$ cat config.mk
export PLATFORM = sky130hd
export DESIGN_NAME = pong_ball_engine
export DESIGN_NICKNAME = d
export VERILOG_FILES = /design/src/rtl/pong_pkg.sv /design/src/rtl/pong_tick_gen.sv /design/src/rtl/pong_ball_engine.sv
export SDC_FILE = /design/constraint.sdc
export NUM_CORES = 1
export LEC_CHECK = 0
export ABC_AREA = 1
export CORE_MARGIN = 2
export CORE_UTILIZATION = 46
export DETAILED_ROUTE_END_ITERATION = 12
export PLACE_DENSITY = 0.67
export SKIP_CTS_REPAIR_TIMING = 1
export SYNTH_ARGS = -nofsm -noshare
export SYNTH_HDL_FRONTEND = slang
export SYNTH_SLANG_ARGS = --single-unit
$ cat constraint.sdc
create_clock -name i_clk -period 2.9 [get_ports i_clk]
set_clock_uncertainty 0.2 [all_clocks]
set_input_delay 0.58 -clock i_clk [delete_from_list [all_inputs] [get_ports i_clk]]
set_output_delay 0.58 -clock i_clk [all_outputs]
set_load 0.005 [all_outputs]
$ cat src/rtl/pong_pkg.sv
// Shared types and defaults for the pong ball engine.
package pong_pkg;

  // Ball engine game states.
  typedef enum logic [1:0] {
    IDLE  = 2'd0,
    RUN   = 2'd1,
    MISS  = 2'd2,
    SERVE = 2'd3
  } state_t;

  // Direction encodings: 1 = right on X, 1 = down on Y.
  localparam logic DIR_RIGHT = 1'b1;
  localparam logic DIR_DOWN  = 1'b1;

  // Default board geometry (game units) and ball step period (clocks).
  localparam int DEF_GAME_WIDTH  = 40;
  localparam int DEF_GAME_HEIGHT = 30;
  localparam int DEF_BALL_SPEED  = 1250000;

endpackage

$ cat src/rtl/pong_tick_gen.sv
// Programmable-period tick generator: one-cycle pulse every i_period enabled clocks.
module pong_tick_gen #(
  parameter int C_CNT_W = 32
) (
  input  logic               i_clk,
  input  logic               i_rst,
  input  logic               i_clr,
  input  logic               i_en,
  input  logic [C_CNT_W-1:0] i_period,
  output logic               o_tick
);

  localparam logic [C_CNT_W-1:0] ONE = {{(C_CNT_W-1){1'b0}}, 1'b1};

  logic [C_CNT_W-1:0] cnt;
  logic [C_CNT_W-1:0] last;

  // >= rather than == so a period shortened mid-count still wraps cleanly.
  assign last   = i_period - ONE;
  assign o_tick = i_en && (cnt >= last);

  // Counter: clear has priority, otherwise count while enabled and wrap on tick.
  always_ff @(posedge i_clk or posedge i_rst) begin
    if (i_rst)      cnt <= '0;
    else if (i_clr) cnt <= '0;
    else if (i_en)  cnt <= o_tick ? '0 : cnt + ONE;
  end

endmodule

$ cat src/rtl/pong_ball_engine.sv
// Pong ball engine: moves/bounces the ball, detects misses, re-serves, drives draw enable.
// Optional paddle-bounce speed-up enabled by defining PONG_BALL_SPEEDUP_EN.
module pong_ball_engine
  import pong_pkg::*;
#(
  parameter int C_GAME_WIDTH    = DEF_GAME_WIDTH,
  parameter int C_GAME_HEIGHT   = DEF_GAME_HEIGHT,
  parameter int C_COORD_W       = 6,
  parameter int C_BALL_SPEED    = DEF_BALL_SPEED,
  parameter int C_CNT_W         = 32,
  parameter int C_PADDLE_HEIGHT = 6,
  parameter int C_P1_COL        = 0,
  parameter int C_P2_COL        = DEF_GAME_WIDTH - 1,
  parameter int C_SERVE_TICKS   = 20
`ifdef PONG_BALL_SPEEDUP_EN
  , parameter int C_SPEEDUP_STEP   = 62500,
  parameter int C_BALL_SPEED_MIN = 312500
`endif
) (
  input  logic                 i_clk,
  input  logic                 i_rst,
  input  logic                 i_game_active,
  input  logic [C_COORD_W-1:0] i_col_count_div,
  input  logic [C_COORD_W-1:0] i_row_count_div,
  input  logic [C_COORD_W-1:0] i_paddle_y_p1,
  input  logic [C_COORD_W-1:0] i_paddle_y_p2,
  output logic                 o_draw_ball,
  output logic [C_COORD_W-1:0] o_ball_x,
  output logic [C_COORD_W-1:0] o_ball_y,
  output logic                 o_dir_x,
  output logic                 o_dir_y,
  output logic                 o_p1_score,
  output logic                 o_p2_score
);

  localparam int CW1   = C_COORD_W + 1;
  localparam int SRV_W = (C_SERVE_TICKS < 2) ? 1 : $clog2(C_SERVE_TICKS);

  localparam logic [C_COORD_W-1:0] X_CTR   = C_COORD_W'(C_GAME_WIDTH / 2);
  localparam logic [C_COORD_W-1:0] Y_CTR   = C_COORD_W'(C_GAME_HEIGHT / 2);
  localparam logic [C_COORD_W-1:0] Y_MAX   = C_COORD_W'(C_GAME_HEIGHT - 1);
  localparam logic [C_COORD_W-1:0] P1C     = C_COORD_W'(C_P1_COL);
  localparam logic [C_COORD_W-1:0] P2C     = C_COORD_W'(C_P2_COL);
  localparam logic [C_COORD_W-1:0] P1_APPR = C_COORD_W'(C_P1_COL + 1);
  localparam logic [C_COORD_W-1:0] P2_APPR = C_COORD_W'(C_P2_COL - 1);
  localparam logic [CW1-1:0]       PH_M1   = CW1'(C_PADDLE_HEIGHT - 1);
  localparam logic [SRV_W-1:0]     SRV_LAST = SRV_W'(C_SERVE_TICKS - 1);

  state_t               state_q, state_d;
  logic [C_COORD_W-1:0] x_q, x_d, y_q, y_d;
  logic                 dx_q, dx_d, dy_q, dy_d;
  logic [SRV_W-1:0]     srv_q, srv_d;
  logic                 bounce;
  logic                 tick;
  logic                 tick_en, tick_clr;
  logic [C_CNT_W-1:0]   period;

  // Paddle ranges at one extra bit so a paddle near the bottom cannot wrap.
  logic [CW1-1:0] y_ext, p1_lo, p1_hi, p2_lo, p2_hi;
  logic           hit_p1, hit_p2;

  assign y_ext  = {1'b0, y_q};
  assign p1_lo  = {1'b0, i_paddle_y_p1};
  assign p2_lo  = {1'b0, i_paddle_y_p2};
  assign p1_hi  = p1_lo + PH_M1;
  assign p2_hi  = p2_lo + PH_M1;
  assign hit_p1 = (y_ext >= p1_lo) && (y_ext <= p1_hi);
  assign hit_p2 = (y_ext >= p2_lo) && (y_ext <= p2_hi);

  assign tick_en  = (state_q == RUN) || (state_q == SERVE);
  assign tick_clr = !i_game_active || (state_q == IDLE);

  pong_tick_gen #(.C_CNT_W(C_CNT_W)) u_tick (
    .i_clk    (i_clk),
    .i_rst    (i_rst),
    .i_clr    (tick_clr),
    .i_en     (tick_en),
    .i_period (period),
    .o_tick   (tick)
  );

`ifdef PONG_BALL_SPEEDUP_EN
  logic [C_CNT_W-1:0] period_q;
  assign period = period_q;

  // Active period shrinks per paddle bounce, saturating; restored on MISS/IDLE.
  always_ff @(posedge i_clk or posedge i_rst) begin
    if (i_rst)
      period_q <= C_CNT_W'(C_BALL_SPEED);
    else if (!i_game_active || state_q == IDLE || state_q == MISS)
      period_q <= C_CNT_W'(C_BALL_SPEED);
    else if (bounce) begin
      if (period_q >= C_CNT_W'(C_BALL_SPEED_MIN + C_SPEEDUP_STEP))
        period_q <= period_q - C_CNT_W'(C_SPEEDUP_STEP);
      else
        period_q <= C_CNT_W'(C_BALL_SPEED_MIN);
    end
  end
`else
  assign period = C_CNT_W'(C_BALL_SPEED);
`endif

  // State and ball registers.
  always_ff @(posedge i_clk or posedge i_rst) begin
    if (i_rst) begin
      state_q <= IDLE;
      x_q     <= X_CTR;
      y_q     <= Y_CTR;
      dx_q    <= DIR_RIGHT;
      dy_q    <= DIR_DOWN;
      srv_q   <= '0;
    end else begin
      state_q <= state_d;
      x_q     <= x_d;
      y_q     <= y_d;
      dx_q    <= dx_d;
      dy_q    <= dy_d;
      srv_q   <= srv_d;
    end
  end

  // Next state and ball motion; game-inactive overrides everything at the end.
  always_comb begin
    state_d = state_q;
    x_d     = x_q;
    y_d     = y_q;
    dx_d    = dx_q;
    dy_d    = dy_q;
    srv_d   = srv_q;
    bounce  = 1'b0;
    case (state_q)
      IDLE: begin
        x_d     = X_CTR;
        y_d     = Y_CTR;
        dx_d    = DIR_RIGHT;
        dy_d    = DIR_DOWN;
        state_d = RUN;
      end
      RUN: begin
        if (tick) begin
          if (dy_q == DIR_DOWN) begin
            if (y_q == Y_MAX) begin
              dy_d = ~DIR_DOWN;
              y_d  = y_q - 1'b1;
            end else y_d = y_q + 1'b1;
          end else begin
            if (y_q == '0) begin
              dy_d = DIR_DOWN;
              y_d  = y_q + 1'b1;
            end else y_d = y_q - 1'b1;
          end
          if (dx_q == DIR_RIGHT) begin
            if (x_q == P2_APPR && hit_p2) begin
              dx_d   = ~DIR_RIGHT;
              x_d    = x_q - 1'b1;
              bounce = 1'b1;
            end else x_d = x_q + 1'b1;
          end else begin
            if (x_q == P1_APPR && hit_p1) begin
              dx_d   = DIR_RIGHT;
              x_d    = x_q + 1'b1;
              bounce = 1'b1;
            end else x_d = x_q - 1'b1;
          end
          if (x_d == P2C || x_d == P1C) state_d = MISS;
        end
      end
      MISS: begin
        x_d     = X_CTR;
        y_d     = Y_CTR;
        srv_d   = '0;
        state_d = SERVE;
      end
      SERVE: begin
        // Ball left in the direction away from the scorer, so flipping points it at them.
        if (tick) begin
          if (srv_q == SRV_LAST) begin
            srv_d   = '0;
            dx_d    = ~dx_q;
            state_d = RUN;
          end else srv_d = srv_q + 1'b1;
        end
      end
      default: state_d = IDLE;
    endcase
    if (!i_game_active) begin
      state_d = IDLE;
      x_d     = X_CTR;
      y_d     = Y_CTR;
      dx_d    = DIR_RIGHT;
      dy_d    = DIR_DOWN;
      srv_d   = '0;
      bounce  = 1'b0;
    end
  end

  // Draw enable registered against the current ball cell.
  always_ff @(posedge i_clk or posedge i_rst) begin
    if (i_rst) o_draw_ball <= 1'b0;
    else       o_draw_ball <= (i_col_count_div == x_q) && (i_row_count_div == y_q);
  end

  // Ball sits on the scorer's opposite goal column during MISS; gate with active.
  assign o_p1_score = (state_q == MISS) && (x_q == P2C) && i_game_active;
  assign o_p2_score = (state_q == MISS) && (x_q == P1C) && i_game_active;

  assign o_ball_x = x_q;
  assign o_ball_y = y_q;
  assign o_dir_x  = dx_q;
  assign o_dir_y  = dy_q;

endmodule

==> summary.md <==
| Metric | Value |
|---|---|
| ANT cells | 0 |
| EDFF count, synth | 0 |
| RSZ-0062 raised after global routing | yes |
| Pwr/cell area | approximately 660 nW/um^2 |
| Cell count after synthesis | approximately 590 |
| Hpwl dp | 7770 um |
| Pleak | 2.66 nW |
| Post-synth net total | 653 |
| Worst Min Path Start | u_tick.cnt[28]$_DFFE_PP0P_ |
| GRT Total Usage | 19.9% |
| Core ar. | 9330 sq um |
| Period utilization | 101% |
| Worst setup margin | -0.0290 ns |
| Total grt overflow | 0 |
| Area growth syn-to-layout | 22.9% |
| Vias in the first global route | approximately 3.9k |
| DR DRC count | 0 |
| CTS root buf | clkbuf_8 |
| Async SR Flop Fraction | 100% |
| Initial drt markers | 180 |
| Relative slew margins | a little over half |
| Max FO, Critical Path | 4 |
| # setup viols final | 2 |
| First-pass GRT wire length | 17000 um |
| Die X | 102 um |
| Worst hold path class | register to register |
| Clk buf depth | 2 |
| Cts bufs inserted | 5 |
| Placed cell areas | 5220 sq um |
| Max_cap viols | 0 |
| PortBufs | 43 |
| Slew Viols, Final | 0 |
| Status | complete, but fails checks |
| CP Data Arrival Time | 2.93 ns |
| Critical Path End Type | register |
| Hold depth | 2 |
| DR pass1 iterations | 4 |
| CP Launch Type | input pin |
| Hold EP | u_tick.cnt[28]$_DFFE_PP0P_ |
| CP required | a little under 3 ns |
| Post-Synthesis Mean Instance Area | 7.62 sq um |
| Detail Route Antenna Nets | 0 |
| Routed Wire Length | around 10000 um |
| Site Rows | 35 |
| Final Non-Filler Cells | 789 |
| Failing checks | setup timing |
| Initial antenna violation count | 0 |
| R2R Path Start | o_ball_y[2]$_DFFE_PP1P_ |
| Least-Margin Pin Slew | 0.706 ns |
| Largest net degree at the start of global routing | 33 |
| CTS H-tree depth | 2 |
| # IOs | 44 |
| Nets | 727 |
| Routed vias/inst | approximately 5 |
| Placer congestion estimate | 0.922 |
| Reg-to-Reg End | state_q[1]$_DFFE_PP0P_ |
| Setup CP Type | input pin to register |
| Seq cells post-synth | 54 |
| Hold Vio Cnt, Final | 0 |
| R2R depth | 19 |
| Cell Area, Synth | about 4500 sq um |
| Initial Util | 47.8% |
| Crit path launch | i_paddle_y_p1[1] |
| DP Cell Count | 777 |
| Average wire per standard cell | 12.8 um |
| Clock sink count | between 50 and 60 |
| Ys Warns | 0 |
| Share of layout cells above drive strength 1 | 18.2% |
| Sequential area share after synthesis | 30.5% |
| Min Clock Period, post-route | 2.93 ns |
| Vias | 3963 |
| Peak supply drop | 0.501 mV |
| Die Ht | 102 um |
| Post-route cell area | 5480 sq um |
| Clk Latency, worst-skew pair | approximately 0.30 ns |
| Count of unique library cells instantiated by Yosys | 49 |
| Clock transition at path regs | 0.10 ns |
| Top_reg_cell synth | dfrtp_1 |
| Tot Pwr | between 3 and 4 mW |
| Fmax | approximately 340 MHz |
| CTS tree | done |
| Die area | roughly 10000 sq um |
| R2R Setup Slk | 0.23 ns |
==> how the worst max path moves through the flow <==
stage | end | cells past startpoint
after floorplan | state_q[0]$_DFFE_PP0P_ | 22
after global placement | state_q[0]$_DFFE_PP0P_ | 23
after global routing | state_q[1]$_DFFE_PP0P_ | 23
final | state_q[1]$_DFFE_PP0P_ | 23
after CTS | state_q[1]$_DFFE_PP0P_ | 23
after detailed placement | state_q[0]$_DFFE_PP0P_ | 23
==> power by group <==
part | switching, mW | internal [mW] | leakage (nW)
sequential | 0.230 | 0.888 | 0.720
combinational | 1.16 | 0.845 | 1.89
clock | 0.246 | 0.258 | 0.0514
total | 1.64 | 1.99 | 2.66
==> cell type report <==
| type | count | area (sq um) |
|---|---|---|
| multi-input cells | 423 | 2740 |
| clock inverters | 2 | 37.5 |
| clock buffers | 6 | 72.6 |
| fillers | 863 | 3850 |
| inverters | 98 | 370 |
| flip-flops and latches | 54 | 1360 |
| well taps | 129 | 161 |
| repair buffers | 77 | 732 |
==> stage by stage <==
stage / utilization [%] / setup TNS, ns / worst slack [ns] / hold WS [ns]
final: 58.7 / -0.0460 / -0.0290 / 0.302
after global placement: 56.0 / -3.20 / -0.579 / 0.273
after detailed placement: 56.0 / -4.01 / -0.728 / 0.284
after floorplan: - / 0 / 0.0415 / 0.260
after CTS: 57.2 / -1.51 / -0.406 / 0.306
after global routing: 58.7 / -0.458 / -0.220 / 0.324
==> flip-flops by register name (all words and copies together), names as in the netlist <==
| name | flops |
|---|---|
| o_dir_y | 1 |
| srv_q | 5 |
| o_draw_ball | 1 |
| o_ball_x | 6 |
| u_tick.cnt | 32 |
| state_q | 2 |
| o_dir_x | 1 |
| o_ball_y | 6 |
==> cell families (layout without fill, tap and decap cells) <==
| group | count (synthesis) | count (layout) | synth area share [%] |
|---|---|---|---|
| simple gates | 255 | 255 | 27.7 |
| buf+inv | 108 | 183 | 9.74 |
| compound gates | 79 | 79 | 11.1 |
| flops | 54 | 54 | 30.5 |
| xor+xnor | 48 | 48 | 9.43 |
| fa+ha+maj | 41 | 41 | 11.5 |
==> critical path, stage by stage <==
cell and delay (ns):
buf_8 0.10, ha_4 0.15, or2_1 0.23, nand2_1 0.08
xor2_1 0.07, ha_1 0.31, nand2_2 0.07, nor2_2 0.12
nand2_1 0.06, nand3_1 0.07, nand2_1 0.05, nand2_1 0.07
nand2_2 0.11, nand2_4 0.10, nand2_2 0.06, a21boi_2 0.18
nand2_1 0.07, nand2_1 0.09, nand3_2 0.09, nand2_2 0.09
nand2_2 0.05, nand2_1 0.05, nand2_1 0.05
==> cell usage in the layout, fill, tap and decap left out, types with 10 or more instances in the layout <==
| cell type | synthesis | routed |
|---|---|---|
| xor2_1 | 39 | 39 |
| dfrtp_1 | 46 | 46 |
| o21ai_1 | 9 | 10 |
| ha_1 | 41 | 39 |
| inv_1 | 92 | 90 |
| nor2_1 | 37 | 34 |
| nor2_2 | 8 | 11 |
| nand3_1 | 38 | 35 |
| o21ai_0 | 25 | 23 |
| nand4_1 | 10 | 10 |
| nand2_1 | 126 | 119 |
| clkdlybuf4s50_1 | 0 | 33 |
| a21oi_1 | 18 | 18 |
| buf_4 | 1 | 32 |
==> cell usage after synthesis, types with 2 or more instances <==
library cell / n / area share [%]
xnor2_1: 9 / 1.8
o21ai_0: 25 / 2.8
nor3_1: 5 / 0.56
nor2_2: 8 / 1.1
o32ai_1: 2 / 0.39
inv_1: 92 / 7.7
a21oi_2: 3 / 0.59
dfstp_2: 8 / 4.7
clkbuf_1: 4 / 0.34
nand2_2: 5 / 0.70
o22ai_1: 7 / 0.98
nor2_1: 37 / 3.1
nor4_2: 2 / 0.56
o21ai_2: 7 / 1.4
inv_2: 5 / 0.42
buf_2: 2 / 0.22
nand3_2: 4 / 0.90
nand3_1: 38 / 4.3
nor2_4: 2 / 0.51
a21oi_1: 18 / 2.0
ha_1: 41 / 12
nor4_1: 2 / 0.28
nand2_1: 126 / 11
nor3b_1: 3 / 0.51
dfrtp_1: 46 / 26
nand4_1: 10 / 1.4
nor3_2: 3 / 0.67
xor2_1: 39 / 7.7
or2_1: 2 / 0.28
o21ai_1: 9 / 1.0
nand2_4: 3 / 0.76
==> metal layers <==
layer / vias up / GRT usage, % / routed length (um)
met4: 0 / 4.21 / 57
li1: 2035 / - / -
met3: 6 / 2.60 / 282
met2: 62 / 35.8 / 5040
met5: - / 0 / 0
met1: 1860 / 25.6 / 4750
Power figures use the tool's default switching activity.
